## config.mk

```make
export PLATFORM = sky130hd
export DESIGN_NAME = led_port_arb
export DESIGN_NICKNAME = d
export VERILOG_FILES = /design/src/rtl/led_port_arb.sv
export SDC_FILE = /design/constraint.sdc
export NUM_CORES = 1
export LEC_CHECK = 0
export ABC_AREA = 1
export BUFFER_PORTS_ARGS = -buffer_cell sky130_fd_sc_hd__buf_2
export CAP_MARGIN = 40
export CORE_MARGIN = 5
export CORE_UTILIZATION = 40
export CTS_BUF_LIST = sky130_fd_sc_hd__clkbuf_4
export CTS_CLUSTER_SIZE = 40
export DETAILED_ROUTE_END_ITERATION = 6
export SYNTH_ARGS = -nofsm -noshare
export SYNTH_HDL_FRONTEND = slang
export SYNTH_SLANG_ARGS = --single-unit
```

## constraint.sdc

```tcl
create_clock -name clk -period 4.5 [get_ports clk]
set_clock_uncertainty 0.05 [all_clocks]
set_input_delay 0.675 -clock clk [delete_from_list [all_inputs] [get_ports clk]]
set_output_delay 0.675 -clock clk [all_outputs]
set_load 0.05 [all_outputs]
```

## src/rtl/led_port_arb.sv

```systemverilog
// Four-requester LED port arbiter: round-robin grant with dwell slicing
// and a mandatory idle cycle between owners.
module led_port_arb #(
  parameter int         DWELL    = 16,
  parameter logic [7:0] IDLE_PAT = 8'h00
) (
  input  logic        clk,
  input  logic        rstn,
  input  logic [3:0]  req,
  input  logic [31:0] data,
  output logic [3:0]  gnt,
  output logic [1:0]  owner,
  output logic        busy,
  output logic [7:0]  LPORT
);

  typedef enum logic {
    IDLE,
    GRANT
  } state_t;

  localparam logic [7:0] LAST = 8'(DWELL - 1);

  state_t     state, state_nx;
  logic [3:0] gnt_nx;
  logic [1:0] owner_nx;
  logic [1:0] ptr, ptr_nx;
  logic [1:0] win;
  logic [7:0] lport_nx;
  logic [7:0] cnt, cnt_nx;
  logic [7:0] win_dat, own_dat;
  logic       others;

  // first set bit scanned circularly from ptr
  always_comb begin
    win = ptr;
    for (int k = 3; k >= 0; k--) begin
      if (req[ptr + 2'(k)]) win = ptr + 2'(k);
    end
  end

  assign win_dat = data[{win, 3'b000} +: 8];
  assign own_dat = data[{owner, 3'b000} +: 8];
  assign others  = |(req & ~gnt);
  assign busy    = (state == GRANT);

  always_comb begin
    state_nx = state;
    gnt_nx   = gnt;
    owner_nx = owner;
    lport_nx = LPORT;
    cnt_nx   = cnt;
    ptr_nx   = ptr;
    unique case (state)
      IDLE: begin
        if (|req) begin
          state_nx = GRANT;
          gnt_nx   = 4'b0001 << win;
          owner_nx = win;
          lport_nx = win_dat;
          cnt_nx   = 8'd0;
          ptr_nx   = win + 2'd1;
        end
      end
      GRANT: begin
        if (!req[owner] || (cnt == LAST && others)) begin
          state_nx = IDLE;
          gnt_nx   = 4'b0000;
          owner_nx = 2'd0;
          lport_nx = IDLE_PAT;
          cnt_nx   = 8'd0;
        end else begin
          lport_nx = own_dat;
          if (cnt != LAST) cnt_nx = cnt + 8'd1;
        end
      end
      default: state_nx = IDLE;
    endcase
  end

  always_ff @(posedge clk or negedge rstn) begin
    if (!rstn) begin
      state <= IDLE;
      gnt   <= 4'b0000;
      owner <= 2'd0;
      LPORT <= IDLE_PAT;
      cnt   <= 8'd0;
      ptr   <= 2'd0;
    end else begin
      state <= state_nx;
      gnt   <= gnt_nx;
      owner <= owner_nx;
      LPORT <= lport_nx;
      cnt   <= cnt_nx;
      ptr   <= ptr_nx;
    end
  end

endmodule
```

# After elaboration in Yosys (flattened, before gate mapping)
# Cells that the tools add are included.
[op_classes]
n_addsub = 5
order_cmp = 5
eq_ne = 5
n_shift = 3
n_mux = 30
n_bitwise = 3
reduce_logical = 8
[op_table]
columns = ["operator", "n"]
rows = [
  ["variable part select 32 x 6 -> 8 bit", 2],
  ["two-way mux 8 bit", 5],
  ["one-hot mux 8 bit (2 select lines)", 2],
  ["< comparator 2 x 3 -> 1 bit (second input constant)", 5],
  ["two-way mux 2 bit", 6],
  ["binary-select mux 1 bit (select 2 bit)", 5],
  ["adder 8 x 1 -> 8 bit (second input constant)", 1],
  ["== test 8 x 4 -> 1 bit (second input constant)", 1],
  ["two-way mux 4 bit", 2],
  ["!= test 8 x 4 -> 1 bit (second input constant)", 1],
  ["one-hot mux 4 bit (2 select lines)", 1],
  ["OR reduction 4 bit", 2],
  ["two-way mux 1 bit", 7],
  ["AND reduction 2 bit", 3],
  ["adder 2 x 1 -> 2 bit (second input constant)", 2],
  ["adder 2 bit (second input constant)", 2],
  ["AND 4 bit", 1],
  ["inverter 4 bit", 1],
  ["one-hot mux 2 bit (2 select lines)", 1],
  ["<< shifter 1 x 2 -> 4 bit (first input constant)", 1],
  ["!= test 3 x 1 -> 1 bit (second input constant)", 1],
  ["!= test 2 x 1 -> 1 bit (second input constant)", 1],
  ["!= test 2 bit (second input constant)", 1],
  ["one-hot mux 1 bit (2 select lines)", 1],
  ["4 further kinds", 4],
]
[totals]
ff_bits = 25
input_bits = 38

# Longest topological paths before layout
[logic_depth]
word_depth = 10
mapped_depth = 16
ltp_nobuf = 14

# Worst setup path after synthesis
# No wires, ideal clock.
[synth_timing]
path_type = "input to register"
startpoint = "in req[1]"
endpoint = "reg ptr[1]"
arrival_time_ns = 1.937
slack_ns = 2.387
stages = 14
cell_sequence = "inv_1 -> nand2_1 -> nand3_1 -> nand2_1 -> inv_1 -> nand2_2 -> nand2_4 -> nand2_2 -> nand2_4 -> nand2_4 -> buf_8 -> ha_1 -> nor2_1 -> a21oi_1"
[synth_between]
elab_chain_len = 7
[synth_rtl]
columns = ["item", "line_no", "rtl"]
rows = [
  ["from (decl)", "9", "input logic [3:0] req,"],
  ["binary-select mux 1 bit (select 2 bit)", "38", "if (req[ptr + 2'(k)]) win = ptr + 2'(k);"],
  ["two-way mux 1 bit (not written as such)", "38", ""],
  ["two-way mux 2 bit (4 in series)", "38", ""],
  ["adder 2 x 1 -> 2 bit", "62", "ptr_nx = win + 2'd1;"],
  ["to (signal assigned)", "95", "ptr <= ptr_nx;"],
  ["to (decl)", "27", "logic [1:0] ptr, ptr_nx;"],
]
# Several ways; a longest one is shown, not always the timed one. The select of a mux whose other input is x is not followed.
# A chain may end at the register's enable or synchronous reset.

# Worst setup path in the final report
[layout_timing]
startpoint = "reg owner[0]"
endpoint = "reg cnt[3]"
[layout_between]
elab_chain_len = 6
[layout_rtl]
columns = ["item", "line_no", "rtl"]
rows = [
  ["from (decl)", "12", "output logic [1:0] owner,"],
  ["from (signal assigned)", "92", "owner <= owner_nx;"],
  ["binary-select mux 1 bit (select 2 bit) *", "66", "if (!req[owner] || (cnt == LAST && others)) begin"],
  ["two-way mux 1 bit (not written as such) *", "66", ""],
  ["zero test 1 bit *", "66", ""],
  ["logical OR 1 bit *", "66", ""],
  ["two-way mux 8 bit / != test 3 x 1 -> 1 bit (equally long branches)", "--", ""],
  ["one-hot mux 8 bit (2 select lines) / AND reduction 2 bit (equally long branches)", "--", ""],
  ["to (signal assigned)", "94", "cnt <= cnt_nx;"],
  ["to (decl)", "30", "logic [7:0] cnt, cnt_nx;"],
]
# Every way passes the cells marked *; elsewhere a longest branch is shown, timed or not. The select of a mux whose other input is x is not followed.

==> impl_metrics.yaml <==
critical_path:
  end_kind: "flip-flop"
  critPathLaunchType: "flip-flop"
  crit_type: "reg2reg"
  critical_path_arrival_ns: 2.81
  cp.required_ns: 4.71
  crit_path_max_fanout: 20
pwr:
  power.internal_mw: 0.710
  comb_power_share: 0.725
  switchingPower_mw: 1.07
  p_per_area_mw_per_mm2: 775
  p_sw_frac: 0.602
  p_leak_nw: 1.15
  vdd_drop_max_uv: 409
  p_seq_frac: 0.217
  pwr-share-clk: 0.058
logic_synthesis:
  yosysWarningCount: 0
  ys_seq_area_frac: 0.313
  synth_area_leaders: "dfrtp_1 (31%), nand3_1 (13%), nand2_1 (10%), o21ai_0 (7.5%), nor2_1 (6.2%)"
  yosys-top-cells-count: "nand2_1 (54), nand3_1 (52), nor2_1 (33), o21ai_0 (30), dfrtp_1 (25)"
  syn_area_per_cell_um2: 6.76
  syn-instance-count: 296
  synth_flop_cell: "dfrtp_1"
  syn_nets: 339
  synth_edf_count: 0
  synth_top_area_cell: "dfrtp_1"
  ys_types: 30
  synth_seq_cells: 25
  netlist_area_mm2: 0.00200
  synth_top_area_frac: 0.313
  ys_async_sr_fraction: 1.00
  synthMostInstantiatedCell: "nand2_1"
layout:
  synthToLayoutAreaGrowth_pct: 14.9
  drive_gt1_frac: 0.240
  antenna_cells: 0
  nets: 385
sta:
  min_period_ns: 2.60
  slew-limit-headroom: 0.357
  hold_violations: 0
  clock.fmax_mhz: 385
  rsz0062_at_grt: "false"
  max_slew.worst_pin.slew_ns: 0.961
  final_max_slew_viol_count: 0
  setup_viol: 0
  fin_crit_sh: 0.577
  setup_tns_ns: 0
  layout_setup_ws_ns: 1.90
floorplan:
  dieArea_mm2: 0.00652
  num_rows: 25
  fp.dieW_um: 80.7
  initial_utilization: 0.418
  pin_count: 53
  fp.dieH_um: 80.7
  core_mm2: 0.00479
clocking:
  clk_path_buf_depth: 2
  hold_buffers: 0
  cts-root-buf: "clkbuf_4"
  cts_inserted_buffers: 3
  cts.sinks: 25
  clk_pin_slew_ns: 0.14
  cts_tree: "done"
  clk_latency_ns: 0.32
  cts_resized: 0
  htreeDepth: 1
  post_cts_buffers: 0
global_routing:
  grt_pass1_vias: 1925
  grtUsageTotal: 0.188
  grt.overflow.total: 0
  antenna_found_initial: 0
  grt_pass1_wl_mm: 9.58
  grt_max_degree: 26
route:
  drt_wl_total_mm: 6.04
  via_count: 2181
  drcViolationCount: 0
  via_per_inst: 5.35
  drt_first_iter_violations: 138
  drtPass1Iterations: 5
  wl_per_cell_um: 14.8
  postRouteAntennaNets: 0
place:
  finalWeightedCongestion: 0.884
  io_buffers: 52
  dpl.hpwl_mm: 4.53
  dp_slack_ns: 1.79
min_path:
  hp-class: "in2async"
run_status:
  outcome: "finished, final reports clean"
run:
  max_cap_violations: 0
## metrics by stage
stage          hold WS, ns  cells   util  area [um2]  power, mW
6_report             0.286    408  0.481        2300       1.78
5_1_grt              0.312    408  0.481        2300       1.95
4_1_cts              0.289    408  0.481        2300       1.79
3_5_place_dp         0.451    404  0.475        2270       1.68
3_3_place_gp         0.450    404  0.475        2270       1.68
2_1_floorplan        0.329    296      -        2000       1.43
## final cells by class
| cell class | instances | area [um2] |
|---|---|---|
| multi-input cells | 233 | 1200 |
| inverters | 27 | 106 |
| flip-flops and latches | 25 | 626 |
| clock buffers | 3 | 22.5 |
| fillers | 525 | 2480 |
| well taps | 67 | 83.8 |
| repair buffers | 52 | 260 |
| clock inverters | 1 | 5.00 |
## power by group through the flow
stage	combinational [mW]	clock (mW)	sequential (mW)
2_1_floorplan	0.893	0	0.535
3_3_place_gp	1.29	0	0.393
3_5_place_dp	1.29	0	0.391
4_1_cts	1.30	0.108	0.386
5_1_grt	1.43	0.117	0.401
6_report	1.29	0.103	0.388
## final timing paths
check                                     startpoint              endpoint  slack (ns)  cells past startpoint
worst min register to register  LPORT[1]$_DFFE_PN0P_  LPORT[1]$_DFFE_PN0P_        0.47                      2
worst min-delay path                            rstn  LPORT[3]$_DFFE_PN0P_        0.29                      1
worst max register to register  owner[0]$_DFFE_PN0P_    cnt[3]$_DFFE_PN0P_        1.90                     12
max in group asynchronous                       rstn  owner[0]$_DFFE_PN0P_        3.72                      1
worst max-delay path            owner[0]$_DFFE_PN0P_    cnt[3]$_DFFE_PN0P_        1.90                     12
min in group clk                LPORT[1]$_DFFE_PN0P_  LPORT[1]$_DFFE_PN0P_        0.47                      2
## per-layer routing
metal	GRT usage	vias up	wire, um
met2	0.310	77	2870
li1	-	1096	-
met1	0.261	1004	2700
met3	0.0355	4	439
met5	0	-	0
met4	0.0304	0	28
## cell usage in the layout (no fill, tap or decap), drive strengths merged
master / instances
a21oi: 21
a31o: 1
buf: 52
clkbuf: 3
clkinv: 1
dfrtp: 25
ha: 5
inv: 27
nand2: 65
nand3: 53
nand4: 3
nor2: 36
nor3: 2
o21ai: 31
o22ai: 11
o31ai: 1
o32ai: 1
xor2: 3
## registers in the layout, summed over array words and instances (netlist names)
signal	cells
LPORT	8
cnt	8
gnt	4
owner	2
ptr	2
busy	1
## critical path: stages, from the launching register on
cell and delay [ns]:
dfrtp_1 0.73, inv_2 0.26, a21oi_1 0.19, o21ai_0 0.09, nand2_1 0.06, nand2_1 0.10, nor2_2 0.44, nor2_4 0.12
nor2_2 0.20, inv_2 0.08, nand3_1 0.07, nand2_1 0.05, nor2_1 0.09
## kinds of logic after synthesis
| group | Yosys count | synth area share |
|---|---|---|
| AOI/OAI and AO/OA | 66 | 0.181 |
| xor gates and xnor gates | 3 | 0.0131 |
| adders and majority gates | 5 | 0.0313 |
| buffers and inverters | 38 | 0.0894 |
| DFF | 25 | 0.313 |
| and+or+nand+nor | 159 | 0.373 |
(Power assumes the default switching activity.)
